==> config.mk <==
export PLATFORM = sky130hd
export DESIGN_NAME = mem_port_arbiter
export DESIGN_NICKNAME = d
export VERILOG_FILES = /design/src/rtl/nr_mem_pkg.sv /design/src/rtl/mem_port_arbiter_rr_pick2.sv /design/src/rtl/mem_port_arbiter.sv
export SDC_FILE = /design/constraint.sdc
export NUM_CORES = 1
export LEC_CHECK = 0
export CORE_AREA = 2 2 125 127
export DETAILED_ROUTE_END_ITERATION = 10
export DIE_AREA = 0 0 127 129
export HOLD_SLACK_MARGIN = 0.1
export PLACE_DENSITY = 0.83
export SLEW_MARGIN = 20
export SYNTH_ARGS = -nofsm -noshare
export SYNTH_HDL_FRONTEND = slang
export SYNTH_SLANG_ARGS = --single-unit
export TNS_END_PERCENT = 20
==> constraint.sdc <==
create_clock -name clk -period 3.3 [get_ports clk]
set_clock_uncertainty 0.15 [all_clocks]
set_input_delay 0.66 -clock clk [delete_from_list [all_inputs] [get_ports clk]]
set_output_delay 0.66 -clock clk [all_outputs]
set_load 0.05 [all_outputs]
==> src/rtl/nr_mem_pkg.sv <==
// rtl/nr_mem_pkg.sv - shared types and default widths for the unified memory port arbiter
package nr_mem_pkg;

  localparam int ADDR_W_DEF = 32;
  localparam int DATA_W_DEF = 32;

  typedef enum logic [1:0] {
    IDLE   = 2'd0,
    BUSY_I = 2'd1,
    BUSY_D = 2'd2
  } arb_state_t;

  typedef enum logic {
    GNT_I = 1'b0,
    GNT_D = 1'b1
  } grant_t;

endpackage

==> src/rtl/mem_port_arbiter_rr_pick2.sv <==
// rtl/mem_port_arbiter_rr_pick2.sv - combinational two-way round-robin picker
module rr_pick2
  import nr_mem_pkg::*;
(
  input  logic   req_i,
  input  logic   req_d,
  input  grant_t last_grant,
  output logic   gnt_valid,
  output grant_t grant
);

  always_comb begin
    gnt_valid = req_i | req_d;
    grant     = GNT_I;
    if (req_i && req_d) begin
      // on contention the side that did not win last time goes first
      grant = (last_grant == GNT_I) ? GNT_D : GNT_I;
    end else if (req_d) begin
      grant = GNT_D;
    end
  end

endmodule

==> src/rtl/mem_port_arbiter.sv <==
// rtl/mem_port_arbiter.sv - shares one single-ported memory between fetch and data ports
module mem_port_arbiter
  import nr_mem_pkg::*;
#(
  parameter int ADDR_W  = ADDR_W_DEF,
  parameter int DATA_W  = DATA_W_DEF,
  parameter bit D_FIRST = 1'b1
) (
  input  logic              clk,
  input  logic              reset_n,
  input  logic              i_req,
  input  logic [ADDR_W-1:0] i_address,
  output logic [DATA_W-1:0] i_data_read,
  output logic              i_data_valid,
  input  logic              d_req,
  input  logic [ADDR_W-1:0] d_address,
  input  logic [DATA_W-1:0] d_data_write,
  input  logic              d_write_enable,
  output logic [DATA_W-1:0] d_data_read,
  output logic              d_data_valid,
  output logic              m_req,
  output logic [ADDR_W-1:0] m_address,
  output logic [DATA_W-1:0] m_data_write,
  output logic              m_write_enable,
  input  logic              m_ready,
  input  logic [DATA_W-1:0] m_data_read
);

  localparam grant_t LAST_GRANT_RST = D_FIRST ? GNT_I : GNT_D;

  arb_state_t        state_q, state_d;
  grant_t            last_grant_q, last_grant_d;
  logic              m_req_q, m_req_d;
  logic [ADDR_W-1:0] m_address_q, m_address_d;
  logic [DATA_W-1:0] m_data_write_q, m_data_write_d;
  logic              m_we_q, m_we_d;
  logic              i_valid_q, i_valid_d;
  logic              d_valid_q, d_valid_d;
  logic [DATA_W-1:0] i_rd_q, i_rd_d;
  logic [DATA_W-1:0] d_rd_q, d_rd_d;

  logic   gnt_valid;
  grant_t grant;

  // a side whose valid is pulsing cannot be re-granted on its still-high req
  rr_pick2 u_pick (
    .req_i      (i_req & ~i_valid_q),
    .req_d      (d_req & ~d_valid_q),
    .last_grant (last_grant_q),
    .gnt_valid  (gnt_valid),
    .grant      (grant)
  );

  always_comb begin
    state_d        = state_q;
    last_grant_d   = last_grant_q;
    m_req_d        = m_req_q;
    m_address_d    = m_address_q;
    m_data_write_d = m_data_write_q;
    m_we_d         = m_we_q;
    i_valid_d      = 1'b0;
    d_valid_d      = 1'b0;
    i_rd_d         = i_rd_q;
    d_rd_d         = d_rd_q;
    case (state_q)
      IDLE: begin
        if (gnt_valid) begin
          m_req_d      = 1'b1;
          last_grant_d = grant;
          if (grant == GNT_D) begin
            m_address_d    = d_address;
            m_data_write_d = d_data_write;
            m_we_d         = d_write_enable;
            state_d        = BUSY_D;
          end else begin
            m_address_d    = i_address;
            m_data_write_d = '0;
            m_we_d         = 1'b0;
            state_d        = BUSY_I;
          end
        end
      end
      BUSY_I, BUSY_D: begin
        if (m_req_q && m_ready) begin
          m_req_d = 1'b0;
          state_d = IDLE;
          if (state_q == BUSY_I) begin
            i_valid_d = 1'b1;
            if (!m_we_q) i_rd_d = m_data_read;
          end else begin
            d_valid_d = 1'b1;
            if (!m_we_q) d_rd_d = m_data_read;
          end
        end
      end
      default: state_d = IDLE;
    endcase
  end

  always_ff @(posedge clk or negedge reset_n) begin
    if (!reset_n) begin
      state_q        <= IDLE;
      last_grant_q   <= LAST_GRANT_RST;
      m_req_q        <= 1'b0;
      m_address_q    <= '0;
      m_data_write_q <= '0;
      m_we_q         <= 1'b0;
      i_valid_q      <= 1'b0;
      d_valid_q      <= 1'b0;
      i_rd_q         <= '0;
      d_rd_q         <= '0;
    end else begin
      state_q        <= state_d;
      last_grant_q   <= last_grant_d;
      m_req_q        <= m_req_d;
      m_address_q    <= m_address_d;
      m_data_write_q <= m_data_write_d;
      m_we_q         <= m_we_d;
      i_valid_q      <= i_valid_d;
      d_valid_q      <= d_valid_d;
      i_rd_q         <= i_rd_d;
      d_rd_q         <= d_rd_d;
    end
  end

  assign m_req          = m_req_q;
  assign m_address      = m_address_q;
  assign m_data_write   = m_data_write_q;
  assign m_write_enable = m_we_q;
  assign i_data_valid   = i_valid_q;
  assign d_data_valid   = d_valid_q;
  assign i_data_read    = i_rd_q;
  assign d_data_read    = d_rd_q;

endmodule

==> flow_summary_export.csv, run 1 <==
group,metric,value,unit
detailed_routing,wl_per_cell,17.8,µm
logic_synthesis,yosys_warnings,0,
critical_path,crit_slowest_cell,"clkdlybuf4s50_1",
critical_path,critPathRequiredTime,2.49,ns
timing,setup_viol,0,
timing,max_freq,371,MHz
clock_tree,htreeDepth,4,
final_layout,fillCellCount,1126,
clock_tree,cts_buffers,17,
floorplanning,die_h,129,µm
placement,port_buffers,265,
critical_path,start_kind,"flop",
critical_path,cp_max_fo,34,
power_and_ir_drop,powerDensity,1220,nW/µm²
timing,fin_setup_tns,0,ns
critical_path,path_cells,"buf_4 -> clkdlybuf4s50_1",
logic_synthesis,synth.distinct_cells,31,
logic_synthesis,synth_largest_area_cell,"dfrtp_1",
logic_synthesis,synth-seq-cells,135,
detailed_routing,via_per_inst,5.28,
hold_path,min_path_type,"flop to flop",
clock_tree,clk_latency,0.40,ns
floorplanning,design.core.area,15000,µm²
timing,worst_pin_slew,0.691,ns
logic_synthesis,synthCells,466,
final_layout,layout_common_cells,"clkdlybuf4s50_1 (264), dfrtp_1 (135), mux2_2 (61)",
timing,rsz0062_at_grt,"no",
floorplanning,pin_count,266,
power_and_ir_drop,combPwrFrac,0.574,
clock_tree,clk_path_buf_depth,2,
clock_tree,cts_setup_buffers,0,
timing,layout_min_cycle_time,2.69,ns
final_layout,post-route-util,0.621,
final_layout,final_common_cell,"clkdlybuf4s50_1",
power_and_ir_drop,p_sw_frac,0.470,
power_and_ir_drop,p_leak,4.08,nW
logic_synthesis,synth_area_leaders,"dfrtp_1 (57%), mux2_2 (12%), a22o_1 (4.9%), and3b_1 (4.9%), a221oi_1 (4.7%)",
power_and_ir_drop,pwr-share-seq,0.260,
critical_path,crit_type,"flop to primary output",
global_routing,grt_max_degree,70,
logic_synthesis,synth.avg_cell_area,12.7,µm²
final_layout,area_growth,57.3,%
floorplanning,die-width,127,µm
clock_tree,cts_tree,"built",
detailed_routing,dr.pass1.iters,4,
floorplanning,start_util,0.395,
job,drv_cap,0,
clock_tree,cts_num_sinks,135,
status,status,"completed",
power_and_ir_drop,p_int,0.00599,W
logic_synthesis,synth_fp_nets,603,
placement,place_congestion,0.830,
critical_path,critPathArrivalTime,1.88,ns
final_layout,final_nets,858,
clock_tree,holdBufCountCts,1,
floorplanning,rows,45,
clock_tree,ctsResizeCount,0,
detailed_routing,ant_nets,0,
global_routing,grt_pass1_vias,5053,
final_layout,antenna-diode-count,0,
logic_synthesis,synth_top_area_frac,0.571,
critical_path,max_stage_delay,0.86,ns
detailed_routing,wl,16.4,mm
timing,drv_slew,0,
placement,hpwlAfterDp,11.6,mm
floorplanning,dieArea,16400,µm²
timing,hold_viol_final,0,
global_routing,overflow,0,
timing,relSlewSlack,0.539,
timing,post-route-period-util,0.816,
global_routing,antenna_found_initial,0,
power_and_ir_drop,p_sw,0.00532,W
critical_path,endpoint_kind,"primary output",
logic_synthesis,synth_seq_area_share,0.571,
global_routing,grt_usage,0.199,
detailed_routing,drtIter0Drc,212,
clock_tree,clk_pin_slew,0.06,ns
power_and_ir_drop,pwr-share-clk,0.165,
global_routing,grt_pass1_wl,25.7,mm
power_and_ir_drop,vdd_drop_max,692,µV
clock_tree,cts-root-buf,"clkbuf_16",
final_layout,drive_above_1_share,0.153,
detailed_routing,drc,0,
logic_synthesis,synth_area,5910,µm²
detailed_routing,vias,4870,
through the flow:
| stage | setup WS [ns] | hold slack [ns] | power (W) | std cells | area [µm²] |
|---|---|---|---|---|---|
| after floorplan | 1.35 | 0.214 | 0.00724 | 466 | 5910 |
| after global placement | 0.596 | 0.316 | 0.00932 | 889 | 8700 |
| after detailed placement | 0.686 | 0.344 | 0.00947 | 889 | 8700 |
| after CTS | 0.557 | 0.357 | 0.0114 | 922 | 9300 |
| after global routing | 0.515 | 0.368 | 0.0118 | 922 | 9300 |
| final | 0.608 | 0.350 | 0.0113 | 922 | 9300 |
metal layers:
| metal | vias to the layer above | GRT usage | share of wire |
|---|---|---|---|
| met5 | - | 0 | 0 |
| li1 | 2236 | - | - |
| met2 | 221 | 0.327 | 0.49 |
| met4 | 0 | 0.0911 | 0.029 |
| met1 | 2375 | 0.250 | 0.41 |
| met3 | 38 | 0.0503 | 0.066 |
layout make-up:
cell class              count  area, µm²  share of cell area
well taps                 188        235              0.0253
inverters                  37        139              0.0149
repair buffers            280       2780               0.299
clock inverters            14        159              0.0171
multi-input cells         250       2180               0.234
clock buffers              18        429              0.0461
flip-flops and latches    135       3380               0.363
registers in the layout, indices dropped and copies added (netlist names):
| signal | flops |
|---|---|
| last_grant_q | 1 |
| m_address | 32 |
| d_data_read | 32 |
| i_data_valid | 1 |
| m_data_write | 32 |
| state_q | 2 |
| m_req | 1 |
| i_data_read | 32 |
| m_write_enable | 1 |
| d_data_valid | 1 |
critical path, delay by kind of cell, from the launching register on:
| kind | cells | cell delay [ns] |
|---|---|---|
| flops | 1 | 0.34 |
| buf+inv | 2 | 1.14 |
cells in the mapped netlist (all sizes together):
cell    instances
dfrtp         135
mux2           64
inv            37
a22o           33
and3b          33
a221oi         32
a22oi          32
o21ai          32
buf            22
clkbuf         22
ha              3
nor2            3
a21o            2
a31oi           2
nand2b          2
nor3            2
a211oi          1
a21boi          1
nand2           1
nand3           1
nand3b          1
nand4b          1
nor2b           1
nor4            1
o21bai          1
o32ai           1
power by group through the flow:
stage                     clock [W]  combinational [W]  sequential (W)
final                       0.00187            0.00649         0.00294
after detailed placement          0            0.00652         0.00295
after global routing        0.00198            0.00678         0.00305
after CTS                   0.00191            0.00653         0.00295
after floorplan                   0            0.00158         0.00566
after global placement            0            0.00640         0.00293
logic make-up (layout without fill, tap and decap cells):
group / Yosys count / after routing / synth area share
DFF: 135 / 135 / 0.571
buffers and inverters: 81 / 349 / 0.0626
muxes: 64 / 64 / 0.122
adders and majority gates: 3 / 3 / 0.00635
AOI/OAI and AO/OA: 137 / 137 / 0.174
and+or+nand+nor: 46 / 46 / 0.0637
path summary, 6_finish.rpt:
kind | start | end | slack [ns] | cells past startpoint
worst max-delay path | d_data_valid | d_data_valid | 0.61 | 2
worst min-delay path | d_data_read[7] | d_data_read[7] | 0.35 | 1
worst max register to register | d_data_valid | m_data_write[27] | 1.07 | 6
worst min register to register | d_data_read[7] | d_data_read[7] | 0.35 | 1
max in group asynchronous | reset_n | m_address[28] | 1.64 | 3
min in group asynchronous | reset_n | i_data_read[21] | 0.63 | 2
Note: power is estimated with default switching activity, not from simulation.
==> run 2, diff against run 1 <==
==> constraint.sdc (replaced) <==
create_clock -name clk -period 2.5 [get_ports clk]
set_clock_uncertainty 0.15 [all_clocks]
set_input_delay 0.5 -clock clk [delete_from_list [all_inputs] [get_ports clk]]
set_output_delay 0.5 -clock clk [all_outputs]
set_load 0.05 [all_outputs]
==> run 2 against run 1 <==
Compared with the run above: non-clock buffer count up 4; critical path depth down 1; clock power increased by 41%; sequential power up 33%; worst setup slack lost 0.46 ns; critical path type unchanged; highest routed layer unchanged.
==> flow_summary_export.csv, run 2 (synthesis gave the netlist of run 1 again) <==
group,metric,value,unit
global_routing,overflow,0,
global_routing,use_met3,0.0503,
hold_path,hold_start,"d_data_read[8]",
clock_tree,cts_buffers,17,
final_layout,regArea,3380,µm²
clock_tree,clk_latency,0.41,ns
critical_path,crit_slowest_cell,"clkdlybuf4s50_1",
timing,rsz0062_at_grt,"no",
final_layout,final_common_cell,"clkdlybuf4s50_1",
clock_tree,clk_path_buf_depth,2,
critical_path,ff2ff_setup_slack,0.51,ns
critical_path,critPathRequiredTime,1.85,ns
timing,fin_hold_ws,0.336,ns
critical_path,rr_endpoint,"d_data_read[0]",
detailed_routing,wl,16.9,mm
placement,placed_cell_area,8790,µm²
clock_tree,clk_pin_slew,0.06,ns
final_layout,area_growth,59.4,%
power_and_ir_drop,p_leak,4.13,nW
hold_path,hold_end,"d_data_read[8]",
placement,pre_cts_ws,0.212,ns
final_layout,multi_input_area,2170,µm²
critical_path,cp_top_family,"buffers and inverters",
critical_path,r2r-start,"state_q[0]",
clock_tree,cts_setup_buffers,0,
timing,max_freq,426,MHz
power_and_ir_drop,powerDensity,1610,nW/µm²
timing,worst_slack,0.151,ns
placement,place_congestion,0.849,
clock_tree,cts_tree,"built",
detailed_routing,drtIter0Drc,256,
timing,post-route-period-util,0.940,
global_routing,grt.met2_usage,0.338,
detailed_routing,via_per_inst,5.37,
detailed_routing,drc,0,
timing,setup_viol,0,
critical_path,path_cells,"clkdlybuf4s50_1",
final_layout,fillCellCount,1111,
placement,hpwlAfterDp,12.1,mm
timing,hold_viol_final,0,
global_routing,use_met1,0.259,
timing,relSlewSlack,0.628,
hold_path,min_path_type,"flop to flop",
timing,worst_pin_slew,0.556,ns
timing,drv_slew,0,
detailed_routing,vias,4964,
detailed_routing,dr.pass1.iters,5,
placement,port_buffers,265,
global_routing,grt.busiest_layer,"met2",
clock_tree,cts_num_sinks,135,
final_layout,fin_cells,925,
global_routing,antenna_found_initial,0,
critical_path,crit_type,"flop to primary output",
critical_path,crit_buf_inv,1,
floorplanning,design.core.area,15000,µm²
power_and_ir_drop,vdd_drop_max,892,µV
critical_path,cp_max_fo,6,
critical_path,endpoint_kind,"primary output",
critical_path,r2r_cells,6,
final_layout,drive_above_1_share,0.156,
global_routing,grt_max_degree,69,
critical_path,max_stage_delay,0.86,ns
final_layout,antenna-diode-count,0,
status,status,"completed",
placement,placed_cells,893,
clock_tree,htreeDepth,4,
critical_path,start_kind,"flop",
global_routing,grt_pass1_wl,26.4,mm
job,drv_cap,0,
floorplanning,rows,45,
detailed_routing,wl_per_cell,18.3,µm
critical_path,critPathArrivalTime,1.70,ns
global_routing,grt_pass1_vias,5142,
final_layout,final_nets,862,
floorplanning,dieArea,16400,µm²
detailed_routing,ant_nets,0,
floorplanning,die-width,127,µm
global_routing,grt_usage,0.205,
floorplanning,die_h,129,µm
floorplanning,pin_count,266,
final_layout,layout_common_cells,"clkdlybuf4s50_1 (263), dfrtp_1 (135), mux2_2 (61)",
floorplanning,start_util,0.395,
clock_tree,cts-root-buf,"clkbuf_16",
timing,layout_min_cycle_time,2.35,ns
final_layout,stdcell_area,9430,µm²
hold_path,hold_depth,1,
timing,fin_setup_tns,0,ns
-- run 2: worst max-delay path by stage --
stage                 start              end  slack, ns  cells after the start
2_1_floorplan         m_req  d_data_read[10]       0.55                      4
3_3_place_gp        m_ready   d_data_read[3]       0.27                      5
3_5_place_dp        m_ready   d_data_read[0]       0.21                      5
4_1_cts               m_req            m_req       0.12                      1
5_1_grt        i_data_valid     i_data_valid       0.09                      1
6_report              m_req            m_req       0.15                      1
-- run 2: worst reg2reg max path: stages (launching register included) --
cell	delay [ns]
dfrtp_1	0.37
inv_1	0.07
ha_1	0.32
nand3_1	0.16
nor3_4	0.19
buf_12	0.23
mux2_2	0.39
-- run 2: final cells by class --
cell class	count	area share
Multi-Input combinational cell	250	0.231
Inverter	37	0.0147
Tap cell	188	0.0250
Clock inverter	10	0.0179
Timing Repair Buffer	284	0.305
Clock buffer	21	0.0488
Sequential cell	135	0.358
-- run 2: power by group --
part / leakage, nW / switching [W] / internal, W / total [W]
sequential: 1.64 / 0.000642 / 0.00326 / 0.00391
clock: 0.308 / 0.000920 / 0.00172 / 0.00264
combinational: 2.18 / 0.00553 / 0.00314 / 0.00867
-- run 2: routing by layer --
layer | vias to the layer above | part of all wire | wire length, µm
li1 | 2237 | - | -
met1 | 2424 | 0.40 | 6770
met2 | 263 | 0.50 | 8480
met3 | 40 | 0.070 | 1180
met4 | 0 | 0.028 | 473
met5 | - | 0 | 0
-- run 2: stage by stage --
step	total power [W]	utilization
after floorplan	0.00955	-
after CTS	0.0153	0.629
final	0.0152	0.629
after global routing	0.0159	0.629
after global placement	0.0124	0.587
after detailed placement	0.0126	0.587
-- run 2: repair_timing --
| item | 4_1_cts | 5_1_grt |
|---|---|---|
| endpoints found under the hold margin | 135 | 0 |
| hold buffers | 1 | 0 |
| gates resized for setup | 0 | 0 |
| endpoints found under the setup margin | 0 | 0 |
